### config.mk
export PLATFORM = sky130hd
export DESIGN_NAME = qerv_bufreg3
export DESIGN_NICKNAME = d
export VERILOG_FILES = /design/src/rtl/qerv_bufreg3.sv
export SDC_FILE = /design/constraint.sdc
export NUM_CORES = 1
export LEC_CHECK = 0
export CAP_MARGIN = 20
export CORE_MARGIN = 2
export CORE_UTILIZATION = 42
export DETAILED_ROUTE_END_ITERATION = 8
export PLACE_DENSITY_LB_ADDON = 0.2
export SYNTH_ARGS = -nofsm -noshare
export SYNTH_HDL_FRONTEND = slang
export SYNTH_SLANG_ARGS = --single-unit
### constraint.sdc
create_clock -name i_clk -period 2.12 [get_ports i_clk]
set_input_delay 0.424 -clock i_clk [delete_from_list [all_inputs] [get_ports i_clk]]
set_output_delay 0.424 -clock i_clk [all_outputs]
set_load 0.01 [all_outputs]
### src/rtl/qerv_bufreg3.sv
// qerv_bufreg3: serial buffer register holding op_b, load data and shift count for the qerv core
module qerv_bufreg3 #(
   parameter int BITS_PER_CYCLE = 4,
   parameter int LB = $clog2(BITS_PER_CYCLE)
) (
   input  logic                      i_clk,
   input  logic                      i_rst_n,
   input  logic                      i_en,
   input  logic                      i_init,
   input  logic                      i_cnt_done,
   input  logic [1:0]                i_lsb,
   input  logic                      i_byte_valid,
   input  logic                      i_op_b_sel,
   input  logic                      i_shift_op,
   input  logic                      i_right_shift_op,
   input  logic [1:0]                i_size,
   input  logic                      i_signed,
   input  logic [BITS_PER_CYCLE-1:0] i_rs2,
   input  logic [BITS_PER_CYCLE-1:0] i_imm,
   input  logic                      i_load,
   input  logic [31:0]               i_dat,
   output logic [BITS_PER_CYCLE-1:0] o_op_b,
   output logic [BITS_PER_CYCLE-1:0] o_q,
   output logic [31:0]               o_dat,
   output logic [3:0]                o_sel,
   output logic                      o_misalign,
   output logic                      o_sh_done,
   output logic                      o_sh_done_r,
   output logic [LB-1:0]             o_sh_rem
);
   localparam int W = BITS_PER_CYCLE;
   localparam logic [5:0] WC = 6'(W);
   typedef enum logic [1:0] {IDLE, FILL, ALIGN, COUNT} state_t;
   state_t      state_q, state_d;
   logic [31:0] dat_q, dat_d, lane;
   logic [5:0]  cnt_q, cnt_d, cnt_m, ext_q, ext_d, size_bits;
   logic        misalign_q, misalign_d, sh_done_r_q, sign;
   assign o_misalign  = misalign_q;
   assign o_sh_done_r = sh_done_r_q;
   // operand select, data register update, load beat extraction and store lane replication
   always_comb begin
      o_op_b    = i_op_b_sel ? i_rs2 : i_imm;
      dat_d     = i_load ? i_dat : (i_shift_op | (i_en & i_byte_valid)) ? {o_op_b, dat_q[31:W]} : dat_q;
      ext_d     = i_load ? 6'd0 : (i_en & ~i_init) ? ext_q + WC : ext_q;
      lane      = dat_q >> {i_lsb, 3'b000};
      size_bits = i_size == 2'b00 ? 6'd8 : i_size == 2'b01 ? 6'd16 : 6'd32;
      sign      = i_size == 2'b00 ? lane[7] : i_size == 2'b01 ? lane[15] : lane[31];
      o_q       = ext_q < size_bits ? W'(lane >> ext_q) : {W{i_signed & sign}};
      o_dat     = i_size == 2'b00 ? {4{dat_q[7:0]}} : i_size == 2'b01 ? {2{dat_q[15:0]}} : dat_q;
      o_sel     = i_size == 2'b00 ? 4'b0001 << i_lsb : i_size == 2'b01 ? (i_lsb[1] ? 4'b1100 : 4'b0011) : 4'b1111;
   end
   // phase sequencing: operand fill, optional remainder beat, count down until the counter wraps
   always_comb begin
      state_d    = state_q;
      cnt_d      = cnt_q;
      cnt_m      = cnt_q - WC;
      misalign_d = misalign_q;
      o_sh_done  = 1'b0;
      o_sh_rem   = '0;
      case (state_q)
         IDLE: state_d = (i_init & i_en) ? FILL : IDLE;
         FILL: begin
            cnt_d      = i_cnt_done ? {1'b0, dat_d[4:0]} : dat_d[5:0];
            misalign_d = i_cnt_done ? ((i_size == 2'b01 & i_lsb[0]) | (i_size[1] & |i_lsb)) : misalign_q;
            state_d    = !i_cnt_done ? FILL : !i_shift_op ? IDLE : (i_right_shift_op & |dat_d[LB-1:0]) ? ALIGN : COUNT;
         end
         ALIGN: begin
            o_sh_rem = cnt_q[LB-1:0];
            state_d  = COUNT;
         end
         COUNT: begin
            cnt_d     = cnt_m;
            o_sh_done = cnt_m[5];
            state_d   = sh_done_r_q ? IDLE : COUNT;
         end
         default: state_d = IDLE;
      endcase
   end
   // state registers, all cleared asynchronously so an aborted operation leaves nothing behind
   always_ff @(posedge i_clk or negedge i_rst_n) begin
      if (!i_rst_n) begin
         state_q     <= IDLE;
         dat_q       <= '0;
         cnt_q       <= '0;
         ext_q       <= '0;
         misalign_q  <= 1'b0;
         sh_done_r_q <= 1'b0;
      end else begin
         state_q     <= state_d;
         dat_q       <= dat_d;
         cnt_q       <= cnt_d;
         ext_q       <= ext_d;
         misalign_q  <= misalign_d;
         sh_done_r_q <= o_sh_done;
      end
   end
endmodule

Yosys cells after proc, flatten, opt, wreduce, memory -nomap -nowiden
Cells that the tools add are included.

operators by class
  add/sub/neg operators = 2
  multiply operators = 0
  divide/modulo/power cells = 0
  magnitude comparators = 1
  equality and inequality tests = 4
  shift-type cells = 3
  mux-type cells = 25
  bitwise operators = 10
  reductions and logical operators = 8

operators by type and width
  cell                                                                count
  32-bit 2-to-1 mux                                                   4
  32-bit by 5-bit right shift with 32-bit output                      1
  32-bit by 6-bit right shift with 4-bit output                       1
  6-bit 2-to-1 mux                                                    5
  4-bit 2-to-1 mux                                                    5
  6-bit one-hot mux with 2 select lines                               1
  2-bit 2-to-1 mux                                                    4
  2-bit one-hot mux with 4 select lines                               1
  1-bit bitwise AND                                                   7
  6-bit by 3-bit adder with 6-bit output, second input constant       1
  6-bit less-than comparator                                          1
  2-bit nonzero test                                                  3
  6-bit by 3-bit subtractor with 6-bit output, second input constant  1
  1-bit 2-to-1 mux                                                    5
  2-bit by 1-bit == test with 1-bit output, second input constant     2
  2-bit == test, second input constant                                2
  2-bit logical NOT                                                   2
  2-bit OR reduction                                                  2
  1-bit by 2-bit << shifter with 4-bit output, first input constant   1
  1-bit bitwise OR                                                    2
  2-bit AND reduction                                                 1
  1-bit NOT                                                           1

word-level totals
  bits in registers = 48
  latch bits = 0
  RAM bits = 0
  memory bits (read-only) = 0
  bits of input ports = 55
  output and inout port bits = 49
  logic and storage cells = 60
  memories = 0

Longest topological paths before layout
  depth after elaboration = 10
  gate-level depth with buffers = 7
  depth with buffers taken out = 7

Least setup slack after synthesis
OpenSTA, ideal clock, no wires.

  path type = in2out
  start point = input i_size[0]
  end point = output o_q[3]
  data arrival time = 1.768 ns
  required time = 1.696 ns
  path slack = -0.072 ns
  stages on the path = 6
  path buffers = 1
  path through = buf_2 -> nand2_1 -> ha_1 -> o21ai_0 -> o211ai_1 -> o31ai_1

on the way
  longest elaborated chain between the ends = 5
  elaborated cells on any way between the ends = 9
  those cells by class = order compare (1); eq/ne (1); mux (5); bitwise (1); reduce/logical (1)

RTL lines
  what                                                                line    RTL
  start, declared                                                     16      input logic [1:0] i_size,
  2-bit by 1-bit == test with 1-bit output                            46, 47
  6-bit 2-to-1 mux or 1-bit 2-to-1 mux (tied branches) (2 in series)  46, 47
  6-bit less-than comparator or 1-bit bitwise AND (tied branches)     48      o_q = ext_q < size_bits ? W'(lane >> ext_q) : {W{i_signed & sign}};
  4-bit 2-to-1 mux (*)                                                48
  end, declared                                                       23      output logic [BITS_PER_CYCLE-1:0] o_q,

Every way passes the cells marked *; elsewhere a longest branch is shown, timed or not.

Worst setup path in the final report
  start point = input i_lsb[0]
  end point = output o_q[2]

on the way
  longest elaborated chain between the ends = 5
  elaborated cells on any way between the ends = 6
  those cells by class = shift (2); mux (3); bitwise (1)

RTL lines
  what                                                                                                   line  RTL
  start, declared                                                                                        11    input logic [1:0] i_lsb,
  32-bit by 5-bit right shift with 32-bit output (*)                                                     45    lane = dat_q >> {i_lsb, 3'b000};
  parallel branches: the longest is 3 deep, another holds 32-bit by 6-bit right shift with 4-bit output  n/a
  4-bit 2-to-1 mux (*)                                                                                   48

Mark *: on every way between the ends.

==> results.md <==
* Setup TNS at -0.7957 ns
* Total power draw at ~3.3 mW
* Achievable frequency at between 0.4 and 0.5 GHz
* Worst-path clk slew at 0.09 ns
* Mapped cell area at 0.003212 mm2
* Max_cap viols at 0
* Core Rows at 31
* CTS Buffer Depth at 2
* Clock sinks at between 40 and 50
* Clk root buf: clkbuf_8
* Syn Inst Count at about 340
* Status: complete, but fails checks
* Slowest stage delay, CP at approximately 0.28 ns
* Worst Tran Pin Value at 0.4867 ns
* RSZ-0062 raised after global routing: true
* Die Height at 91.45 um
* Fin. Hold Viols at 0
* Util after Layout at between 60% and 70%
* Die width at a little over 90 um
* Gpl congestion at 0.9160
* Antenna diode count at 0
* Setup CP Type: in -> out
* Largest net degree at the start of global routing at 24
* TritonCTS clock tree: yes
* #FFs+latches synth at between 40 and 50
* Area Overhead vs Synth at 56.14%
* Worst-path cell chain: dlygate4sd2_1 > buf_4 > buf_12 > nor3b_1 > o221a_4 > o211ai_4 > o211ai_1 > buf_2
* YS warnings at 0
* Hold EP: state_q[1]
* CTS H-Tree Depth at 2
* Post-DP HPWL at about 8 mm
* Grt total ovfl at 0
* Routed wire length at 10.96 mm
* Fill cell count at ~600
* Synth top area cells: dfrtp_1 (36%), a222oi_1 (7.5%), mux2_2 (7.4%)
* CP Data Required Time at 1.70 ns
* R2R Path End: cnt_q[0]
* Final Skew at slightly below 0.008 ns
* DR vias at ~3400
* Die area at around 0.0084 mm2
* R2r worst-path depth at 4
* Final WS setup at -0.2553 ns
* Peak VDD IR at 0.2794 mV
* Routed len/inst at between 15 and 20 um
* Top cells by count, synth: dfrtp_1 (46), nand2_1 (39), inv_1 (36), a222oi_1 (24), o21ai_0 (22)
* Worst EP arrival at ~2.0 ns
* Slew Limit Fails at 0
* Netlist cell types at between 40 and 50
* Worst-path maximum fanout at 23
* Lkg Pwr at approximately 2.3 nW
* CTS buffer count at 5
* Core ar. at about 0.0073 mm2
* CP endpoint kind: output pin
* Clk_lat worst skew at ~0.3 ns
* 1st-iter DRT viols at 270
* Hold crit path type: reg -> reg
* Slowest CP cell: nor3b_1
* Drc violations at 0
* Final Cycle Share at 112.0%
* PwrDens at 649.0 mW/mm2
* Yosys top cell by area: dfrtp_1
* Worst r2r src: dat_q[0]
* IO Count at 104
* Number of global-route vias before repair at about 3400
* Initial antenna violation count at 0
* Critical Path Start Type: input port
* Global Route Usage Sum at 26.46%
* Number of port buffers at 103
* Post-synth EDFFs at 0
* Top cell type's share of synthesized area at between 30% and 40%
* Worst rel slew slack at 67.55%
* Initial Util at 43.81%
* Reg2Reg Setup Slack at ~0.75 ns
* # setup viols final at 4
* Synth Flop Type: dfrtp_1
* Tmin final at between 2 and 2.5 ns
* Seq/Total Area, Yosys at approximately 36%
* Share of layout cells above drive strength 1 at between 30% and 40%
* Nets@finish at approximately 550
* First-pass GRT wire length at 17.57 mm
* Hold Crit Start: o_sh_done_r
* Vias per cell at about 5.7
* Most numerous cell in the Yosys netlist: dfrtp_1
* Failing checks: negative setup slack
* Syn_nets at between 300 and 400
* Hold depth at 1
* Mapped Avg Cell Area at around 9.5 um2
* Antenna viol nets, final at 0
* Ys async rst share at 100.0%
* TritonRoute pass-1 iters at 7
## flip-flops by register name, summed over array words and instances (netlist names)
register	flops
cnt_q	6
ext_q	4
o_misalign	1
o_sh_done_r	1
state_q	2
dat_q	32
## per-stage QoR
step	cells	hold WS (ns)	worst slack (ns)	area (um2)
2_1_floorplan	337	0.1284	0.03958	3217
3_5_place_dp	571	0.3305	-0.9704	4731
3_3_place_gp	571	0.3268	-0.9115	4731
4_1_cts	590	0.4993	-0.2619	4951
5_1_grt	594	0.5329	-0.3566	5015
6_report	594	0.4992	-0.2553	5015
## layout by cell type, fill, tap and decap left out, drive strengths merged, types with 4 or more instances in the layout
cell type and count:
nor3b 4, dfrtp 46, nor2b 4, xor2 4, a222oi 24, o21ai 22
inv 37, dlygate4sd2 22, buf 93, clkbuf 9, o211ai 9, ha 4
mux2 21, nor2 12, clkdlybuf4s50 63, a22oi 6, nand2 39, mux4 8
o221ai 4, mux2i 18
## worst max path at each step
stage	startpoint	to	slack [ns]	depth (start not counted)
4_1_cts	dat_q[31]	o_q[2]	-0.26	5
2_1_floorplan	i_lsb[0]	o_q[3]	0.04	5
3_3_place_gp	i_size[1]	o_q[0]	-0.91	9
6_report	i_lsb[0]	o_q[2]	-0.26	8
5_1_grt	i_lsb[0]	o_q[2]	-0.36	8
3_5_place_dp	i_size[1]	o_q[2]	-0.97	9
## metal layers
| metal | up-vias | share of wire, % | GRT usage (%) | routed length (um) |
|---|---|---|---|---|
| li1 | 1565 | - | - | - |
| met1 | 1664 | 41 | 34.62 | 4533 |
| met2 | 160 | 51 | 45.83 | 5538 |
| met3 | 15 | 6.8 | 4.564 | 744 |
| met4 | 0 | 1.3 | 5.556 | 146 |
| met5 | - | 0 | 0 | 0 |
## cell families after synthesis
group,share of synthesized area (%)
adders and majority gates,1.558
xor gates and xnor gates,1.636
muxes,18.58
DFF,35.84
AOI/OAI and AO/OA,22.36
buffers and inverters,9.778
and+or+nand+nor,10.25
## power breakdown
part / switching [mW] / internal [mW] / leakage, nW
combinational: 0.686 / 0.812 / 1.73
sequential: 0.133 / 1.04 / 0.560
clock: 0.317 / 0.270 / 0.0489
## what timing repair did
item                                    4_1_cts  5_1_grt
endpoints found under the hold margin         2        0
resized for setup                           101       11
endpoints found under the setup margin       39        8
hold buffers                                  1        0
gates cloned                                  2        0
pin swaps                                    12        9
buffers inserted                              8        4
## final cells by class
| cell class | count | area, um2 | area share, % |
|---|---|---|---|
| multi-input cells | 220 | 1849 | 36.88 |
| clock buffers | 7 | 86.33 | 1.722 |
| repair buffers | 185 | 1657 | 33.03 |
| inverters | 36 | 135.1 | 2.695 |
| clock inverters | 1 | 8.758 | 0.1747 |
| flip-flops and latches | 46 | 1155 | 23.03 |
| well taps | 99 | 123.9 | 2.470 |
## worst max-delay path: cells and delay by family
| family | cells | cell delay [ns] |
|---|---|---|
| compound gates | 3 | 0.50 |
| simple gates | 1 | 0.28 |
| buf+inv | 4 | 0.74 |
Power figures use the tool's default switching activity.
